$ cat config.mk
export PLATFORM = sky130hd
export DESIGN_NAME = pc_update_unit
export DESIGN_NICKNAME = d
export VERILOG_FILES = /design/src/rtl/pc_update_unit.sv
export SDC_FILE = /design/constraint.sdc
export NUM_CORES = 1
export LEC_CHECK = 0
export CAP_MARGIN = 20
export CORE_AREA = 2 2 66 68
export CTS_BUF_LIST = sky130_fd_sc_hd__clkbuf_16
export DETAILED_ROUTE_END_ITERATION = 8
export DIE_AREA = 0 0 68 70
export SYNTH_ARGS = -nofsm -noshare
export SYNTH_HDL_FRONTEND = slang
export SYNTH_SLANG_ARGS = --single-unit
$ cat constraint.sdc
create_clock -name clk -period 2.6 [get_ports clk]
set_input_delay 0.26 -clock clk [delete_from_list [all_inputs] [get_ports clk]]
set_output_delay 0.26 -clock clk [all_outputs]
set_load 0.02 [all_outputs]
$ cat src/rtl/pc_update_unit.sv
// Program-counter update stage with a hardware return-address stack.
// Build option PC_UPDATE_RAS_WRAP_EN: a call on a full stack overwrites the oldest entry instead of dropping.
module pc_update_unit #(
  parameter int          PC_WIDTH  = 5,
  parameter int          RAS_DEPTH = 4,
  parameter int unsigned RESET_PC  = 0
) (
  input  logic                             clk,
  input  logic                             reset,
  input  logic                             stall,
  input  logic                             branch,
  input  logic                             cond,
  input  logic                             call,
  input  logic                             ret,
  input  logic [PC_WIDTH-1:0]              target,
  output logic [PC_WIDTH-1:0]              pc,
  output logic [PC_WIDTH-1:0]              pc_next,
  output logic [$clog2(RAS_DEPTH+1)-1:0]   ras_count,
  output logic                             ras_empty,
  output logic                             ras_full,
  output logic                             err
);

  localparam int CW = $clog2(RAS_DEPTH + 1);
  localparam int PW = (RAS_DEPTH > 1) ? $clog2(RAS_DEPTH) : 1;
`ifdef PC_UPDATE_RAS_WRAP_EN
  localparam bit WRAP = 1'b1;
`else
  localparam bit WRAP = 1'b0;
`endif

  logic [PC_WIDTH-1:0] ras_mem [RAS_DEPTH];
  logic [PW-1:0]       wr_ptr;
  logic [PW-1:0]       ptr_inc;
  logic [PW-1:0]       ptr_dec;
  logic [PC_WIDTH-1:0] pc_inc;
  logic [PC_WIDTH-1:0] ras_top;
  logic                ret_op;
  logic                call_op;
  logic                do_pop;
  logic                do_push;
  logic                err_set;

  assign ras_empty = (ras_count == '0);
  assign ras_full  = (ras_count == CW'(RAS_DEPTH));

  // wr_ptr always names the next free slot; with a full circular stack it is also the oldest entry
  always_comb begin
    pc_inc  = pc + PC_WIDTH'(1);
    ptr_inc = (wr_ptr == PW'(RAS_DEPTH - 1)) ? '0 : wr_ptr + PW'(1);
    ptr_dec = (wr_ptr == '0) ? PW'(RAS_DEPTH - 1) : wr_ptr - PW'(1);
    ras_top = ras_mem[ptr_dec];
    ret_op  = !stall && ret;
    call_op = !stall && call && !ret;
    do_pop  = ret_op && !ras_empty;
    do_push = call_op && (!ras_full || WRAP);
    err_set = (ret_op && (ras_empty || call)) || (call_op && ras_full && !WRAP);
  end

  always_comb begin
    pc_next = pc_inc;
    if (reset)                 pc_next = PC_WIDTH'(RESET_PC);
    else if (stall)            pc_next = pc;
    else if (ret)              pc_next = do_pop ? ras_top : pc_inc;
    else if (call)             pc_next = target;
    else if (branch && cond)   pc_next = target;
  end

  always_ff @(posedge clk) begin
    if (reset) begin
      pc        <= PC_WIDTH'(RESET_PC);
      ras_count <= '0;
      wr_ptr    <= '0;
      err       <= 1'b0;
    end else begin
      pc  <= pc_next;
      err <= err | err_set;
      if (do_push) begin
        wr_ptr <= ptr_inc;
        if (!ras_full) ras_count <= ras_count + CW'(1);
      end else if (do_pop) begin
        wr_ptr    <= ptr_dec;
        ras_count <= ras_count - CW'(1);
      end
    end
  end

  // Stack contents are don't-care after reset, so no reset term here
  always_ff @(posedge clk) begin
    if (!reset && do_push) ras_mem[wr_ptr] <= pc_inc;
  end

endmodule

After elaboration in Yosys (flattened, before gate mapping)

Memories as Yosys holds them, arrays and structs flattened.
Index checks and enable logic that the tools add are counted.

Add/subtract/negate cells: 5
Equal/unequal tests: 3
Mux-type cells: 15
Bitwise logic cells: 1
Reductions and logical operators: 20

Operators by type and width:

| kind                                             | number |
|---|---|
| 2-to-1 mux 5 bit                                 | 6 |
| logical AND 1 bit                                | 9 |
| 2-to-1 mux 3 bit                                 | 3 |
| 2-to-1 mux 2 bit                                 | 4 |
| adder 5 x 1 -> 5 bit, second input constant      | 1 |
| logical NOT 1 bit                                | 5 |
| adder 3 x 1 -> 3 bit, second input constant      | 1 |
| == test 3 bit, second input constant             | 1 |
| logical NOT 3 bit                                | 1 |
| subtractor 3 x 1 -> 3 bit, second input constant | 1 |
| adder 2 x 1 -> 2 bit, second input constant      | 1 |
| == test 2 bit, second input constant             | 1 |
| logical NOT 2 bit                                | 1 |
| logical OR 1 bit                                 | 2 |
| 2-to-1 mux 1 bit                                 | 2 |
| inequality test 2 bit, second input constant     | 1 |
| AND reduction 2 bit                              | 1 |
| nonzero test 2 bit                               | 1 |
| subtractor 2 x 1 -> 2 bit, second input constant | 1 |
| OR 1 bit                                         | 1 |

Register bits after elaboration: 11
Memory bits (writable): 20
Input bits: 12
Output and inout port bits: 16
Memories: 1

Memories:

| memory  | words | width | read ports | clocked after Yosys merged registers in | wr ports | RTL line | source |
|---|---|---|---|---|---|---|---|
| ras_mem | 4     | 5     | 1          | 0                                       | 1        | 32       | `logic [PC_WIDTH-1:0] ras_mem [RAS_DEPTH];` |

Logic depth before layout (Yosys ltp)

Depth in word-level cells: 7
Gate-level depth with buffers: 7
Depth with buffers taken out: 7

Worst setup path after synthesis

Ideal clock, no wire load.

Path kind: reg2out
Start point: register ras_count[0]
End point: output pc_next[0]
Data arrival time: 1.952 ns
Path slack: 0.388 ns
Cell stages (with the launch flop): 6
Buffers on the path: 1
Cell sequence: dfxtp_1 > nor3_4 > or2_1 > buf_6 > a21oi_2 > nor4_1

Word-level cells in the longest chain between the ends: 7

RTL lines:

| element                        | RTL line | source |
|---|---|---|
| start, declared                | 18       | `output logic [$clog2(RAS_DEPTH+1)-1:0] ras_count,` |
| start signal, assigned         | 80       | `if (!ras_full) ras_count <= ras_count + CW'(1);` |
| start signal, assigned         | 83       | `ras_count <= ras_count - CW'(1);` |
| logical NOT 3 bit              | 44       | `assign ras_empty = (ras_count == '0);` |
| named net ras_empty            | 19       | `output logic ras_empty,` |
| logical NOT 1 bit              | 55       | `do_pop = ret_op && !ras_empty;` |
| logical AND 1 bit              | 55       |  |
| 2-to-1 mux 5 bit (2 in series) | 64       | `else if (ret) pc_next = do_pop ? ras_top : pc_inc;` |
| 2-to-1 mux 5 bit               | 63       | `else if (stall) pc_next = pc;` |
| 2-to-1 mux 5 bit               | 62       | `if (reset) pc_next = PC_WIDTH'(RESET_PC);` |
| end, declared                  | 17       | `output logic [PC_WIDTH-1:0] pc_next,` |

The timed path passes the listed nets, and every way through them passes these cells.

Worst setup path in the final report

Start point: register wr_ptr[0]
End point: output pc_next[2]

Word-level cells in the longest chain between the ends: 7

RTL lines:

| element                                                               | RTL line | source |
|---|---|---|
| start, declared                                                       | 33       | `logic [PW-1:0] wr_ptr;` |
| start signal, assigned                                                | 79       | `wr_ptr <= ptr_inc;` |
| start signal, assigned                                                | 82       | `wr_ptr <= ptr_dec;` |
| subtractor 2 x 1 -> 2 bit / logical NOT 2 bit (equally long branches) | 51       | `ptr_dec = (wr_ptr == '0) ? PW'(RAS_DEPTH - 1) : wr_ptr - PW'(1);` |
| 2-to-1 mux 2 bit (*)                                                  | 51       |  |
| memory (4 x 5 bit) (*)                                                | n/a      |  |
| 2-to-1 mux 5 bit (*) (2 in series)                                    | 64       |  |
| 2-to-1 mux 5 bit (*)                                                  | 63       |  |
| 2-to-1 mux 5 bit (*)                                                  | 62       |  |

Mark *: on every way between the ends. The rest lies on a longest branch, timed or not.

==> flow_summary.toml <==
[run_status]
status = "finished clean"

[floorplan]
initial_core_util = 0.3829
core-area_sq_mm = 0.004144
chipWidth_um = 68
pin_count = 28
dieArea_sq_mm = 0.004760
die_h_um = 70
row_count = 24

[placed_design]
pre_cts_slack_ns = 0.07534
portBuffers = 27
hpwl_mm = 2.792
routabilityCongestion = 0.8000

[synth]
ys_warn_count = 0
synth_top_flop_cell = "edfxtp_1"
yosysSeqAreaShare = 0.5174
syn_area_per_cell_sq_um = 12.11
synth.most_common_cell = "edfxtp_1"
synthTopCellsByCount = "edfxtp_1, dfxtp_1, nand2_1, o21ai_0, a21oi_1"
synth_cell_types = 47
synth_top_area_frac = 0.3785
synth-seq-cells = 31
synthTopCellsByArea = "edfxtp_1, dfxtp_1, mux4_2, ha_1, o21ai_0"
synth-edff-count = 20
synth_fp_nets = 149
syn_inst = 131
netlist_area_sq_mm = 0.001587
synth_top_area_cell = "edfxtp_1"
synthArstFlopShare = 0

[critical_path]
worstPathCellList = "inv_1 > ha_2 > nor2b_4 > buf_4 > mux4_2 > nor2_2 > a2111oi_2 > dlygate4sd2_1"
rr_worst_depth = 7
endpoint_kind = "output pin"
start_kind = "flop"
slowest_stage = "mux4_2"
cpPeakStageDelay_ns = 0.49
critPathMaxFanout = 5
cp_data_arrival_time_ns = 2.25
critPathBufInv = 3
reg2reg_to = "ras_count[2]"
r2r-start = "ras_count[0]"
cpLargestDelayFamily = "buffers and inverters"
cp.required_ns = 2.34
crit_type = "flop to output pin"
reg2reg_setup_slack_ns = 0.63

[detailed_routing]
via_per_inst = 5.271
firstDrtPassIters = 4
wl_per_cell_um = 15.90
num_vias = 1244
drc = 0
routed_wl_mm = 3.753
drtAntennaViolNets = 0
first_iter_violations = 69

[timing]
max_freq_mhz = 398.1
period_needed_ns = 2.512
rsz0062_at_grt = "yes"
final_hold_viol_count = 0
finalSetupTns_ns = 0
fin_ws_ns = 0.08795
fin_crit_sh = 0.9662
max_slew_margin = 0.6413
fin_hold_ws_ns = 0.4819
setup_viol = 0
clock_skew_ns = 0.002415
worst_slew_pin_slew_ns = 0.5364
finalMaxSlewViolations = 0

[global_route]
grt_max_degree = 12
gr-total-overflow = 0
groute.usage.overall = 0.1837
grt_pass1_wl_mm = 6.430
grt_pass1_vias = 1380
antenna_found_initial = 0

[layout]
syn_to_final_growth_pct = 40.77
finish.utilization = 0.5389
fillers = 341
layout.nets = 201
drive_above_1_share = 0.2772
diodes = 0

[clocking]
cts_buffers = 5
ctsRootBufferMaster = "clkbuf_16"
cts_tree = "built"
insertion_delay_ns = 0.28
hold_buffers = 0
clock_path_buffers = 2
htreeDepth = 2
clk_pin_slew_ns = 0.05
cts_sinks = 31

[job]
cap_violations = 0

[power_and_ir_drop]
power_mw = 1.650
p_leak_nw = 0.8427
p_per_area_mw_per_mm2 = 739.0
worst_ir_drop_vdd_uv = 499.9

[hold_path]
hold_path_end = "err"
min_from = "err"
hold_depth = 1
hp-class = "flop to flop"
## per-stage QoR
step                      instances  instance area (sq um)
after detailed placement        224                   2033
final                           236                   2233
after global routing            236                   2233
after CTS                       235                   2222
after floorplan                 131                   1587
after global placement          224                   2033
## worst max path at each step
stage / cells past startpoint / startpoint / slack (ns) / endpoint
floorplan: 5 / ras_count[0] / 0.39 / pc_next[0]
global placement: 6 / stall / 0.09 / pc_next[0]
detailed placement: 6 / stall / 0.08 / pc_next[2]
CTS: 8 / wr_ptr[0] / 0.001 / pc_next[1]
global route: 8 / wr_ptr[0] / -0.03 / pc_next[1]
finish: 8 / wr_ptr[0] / 0.09 / pc_next[2]
## cell usage in the layout, fill, tap and decap left out, drive strengths merged, types with 2 or more instances in the layout
cell,count
nor2,6
o32ai,3
nand3b,2
clkdlybuf4s50,22
xnor2,3
ha,5
nor4,2
nand3,4
mux4,4
buf,24
nor2b,3
o21ai,9
mux2,2
clkinv,2
nand2,7
o22ai,3
dfxtp,11
edfxtp,20
a2111oi,2
and2,5
a21oi,7
clkbuf,6
nor3,5
dlygate4sd2,2
inv,6
## cell type report
class                      count  area, sq um  share of cell area
clock buffer                   5        125.1             0.05602
clock inverter                 3        43.79             0.01961
inverter                       6        22.52             0.01008
multi-input combinational     88        710.7              0.3182
sequential                    31        820.8              0.3675
tap                           52        65.06             0.02913
timing repair buffer          51        445.4              0.1994
## where the power goes
part / internal [mW] / total (mW) / switching, mW
combinational: 0.200 / 0.403 / 0.202
clock: 0.451 / 0.662 / 0.211
sequential: 0.558 / 0.586 / 0.0277
## worst register-to-register path: stages, from the launching register on
cell and delay, ns:
dfxtp_1 0.49, nor3b_2 0.13, nor3_2 0.24, inv_2 0.09, fa_1 0.39, nor3_1 0.19, a21oi_1 0.06, mux2_2 0.27
## state kept, by name, indices dropped and copies added (netlist names)
signal and flops:
wr_ptr 2, pc 5, ras_count 3, err 1
ras_mem 20
## what timing repair did
item,CTS,global route
gates resized for setup,6,6
buffers inserted,3,1
endpoints found under the hold margin,0,0
cloned,0,0
endpoints found under the setup margin,5,3
## per-layer routing
| metal | GRT usage | vias to the layer above | part of all wire |
|---|---|---|---|
| li1 | - | 597 | - |
| met1 | 0.2275 | 596 | 0.42 |
| met2 | 0.3010 | 40 | 0.51 |
| met3 | 0.04187 | 11 | 0.048 |
| met4 | 0.07778 | 0 | 0.027 |
| met5 | 0 | - | 0 |
## cells by family (layout without fill, tap and decap cells)
family,Yosys count,in the layout,synth area share
flops,31,31,0.5174
buf+inv,12,65,0.03864
xor+xnor,4,4,0.02209
simple gates,39,39,0.1491
compound gates,32,32,0.1435
mux,7,7,0.07729
fa+ha+maj,6,6,0.05205
Note: power is estimated with default switching activity, not from simulation.
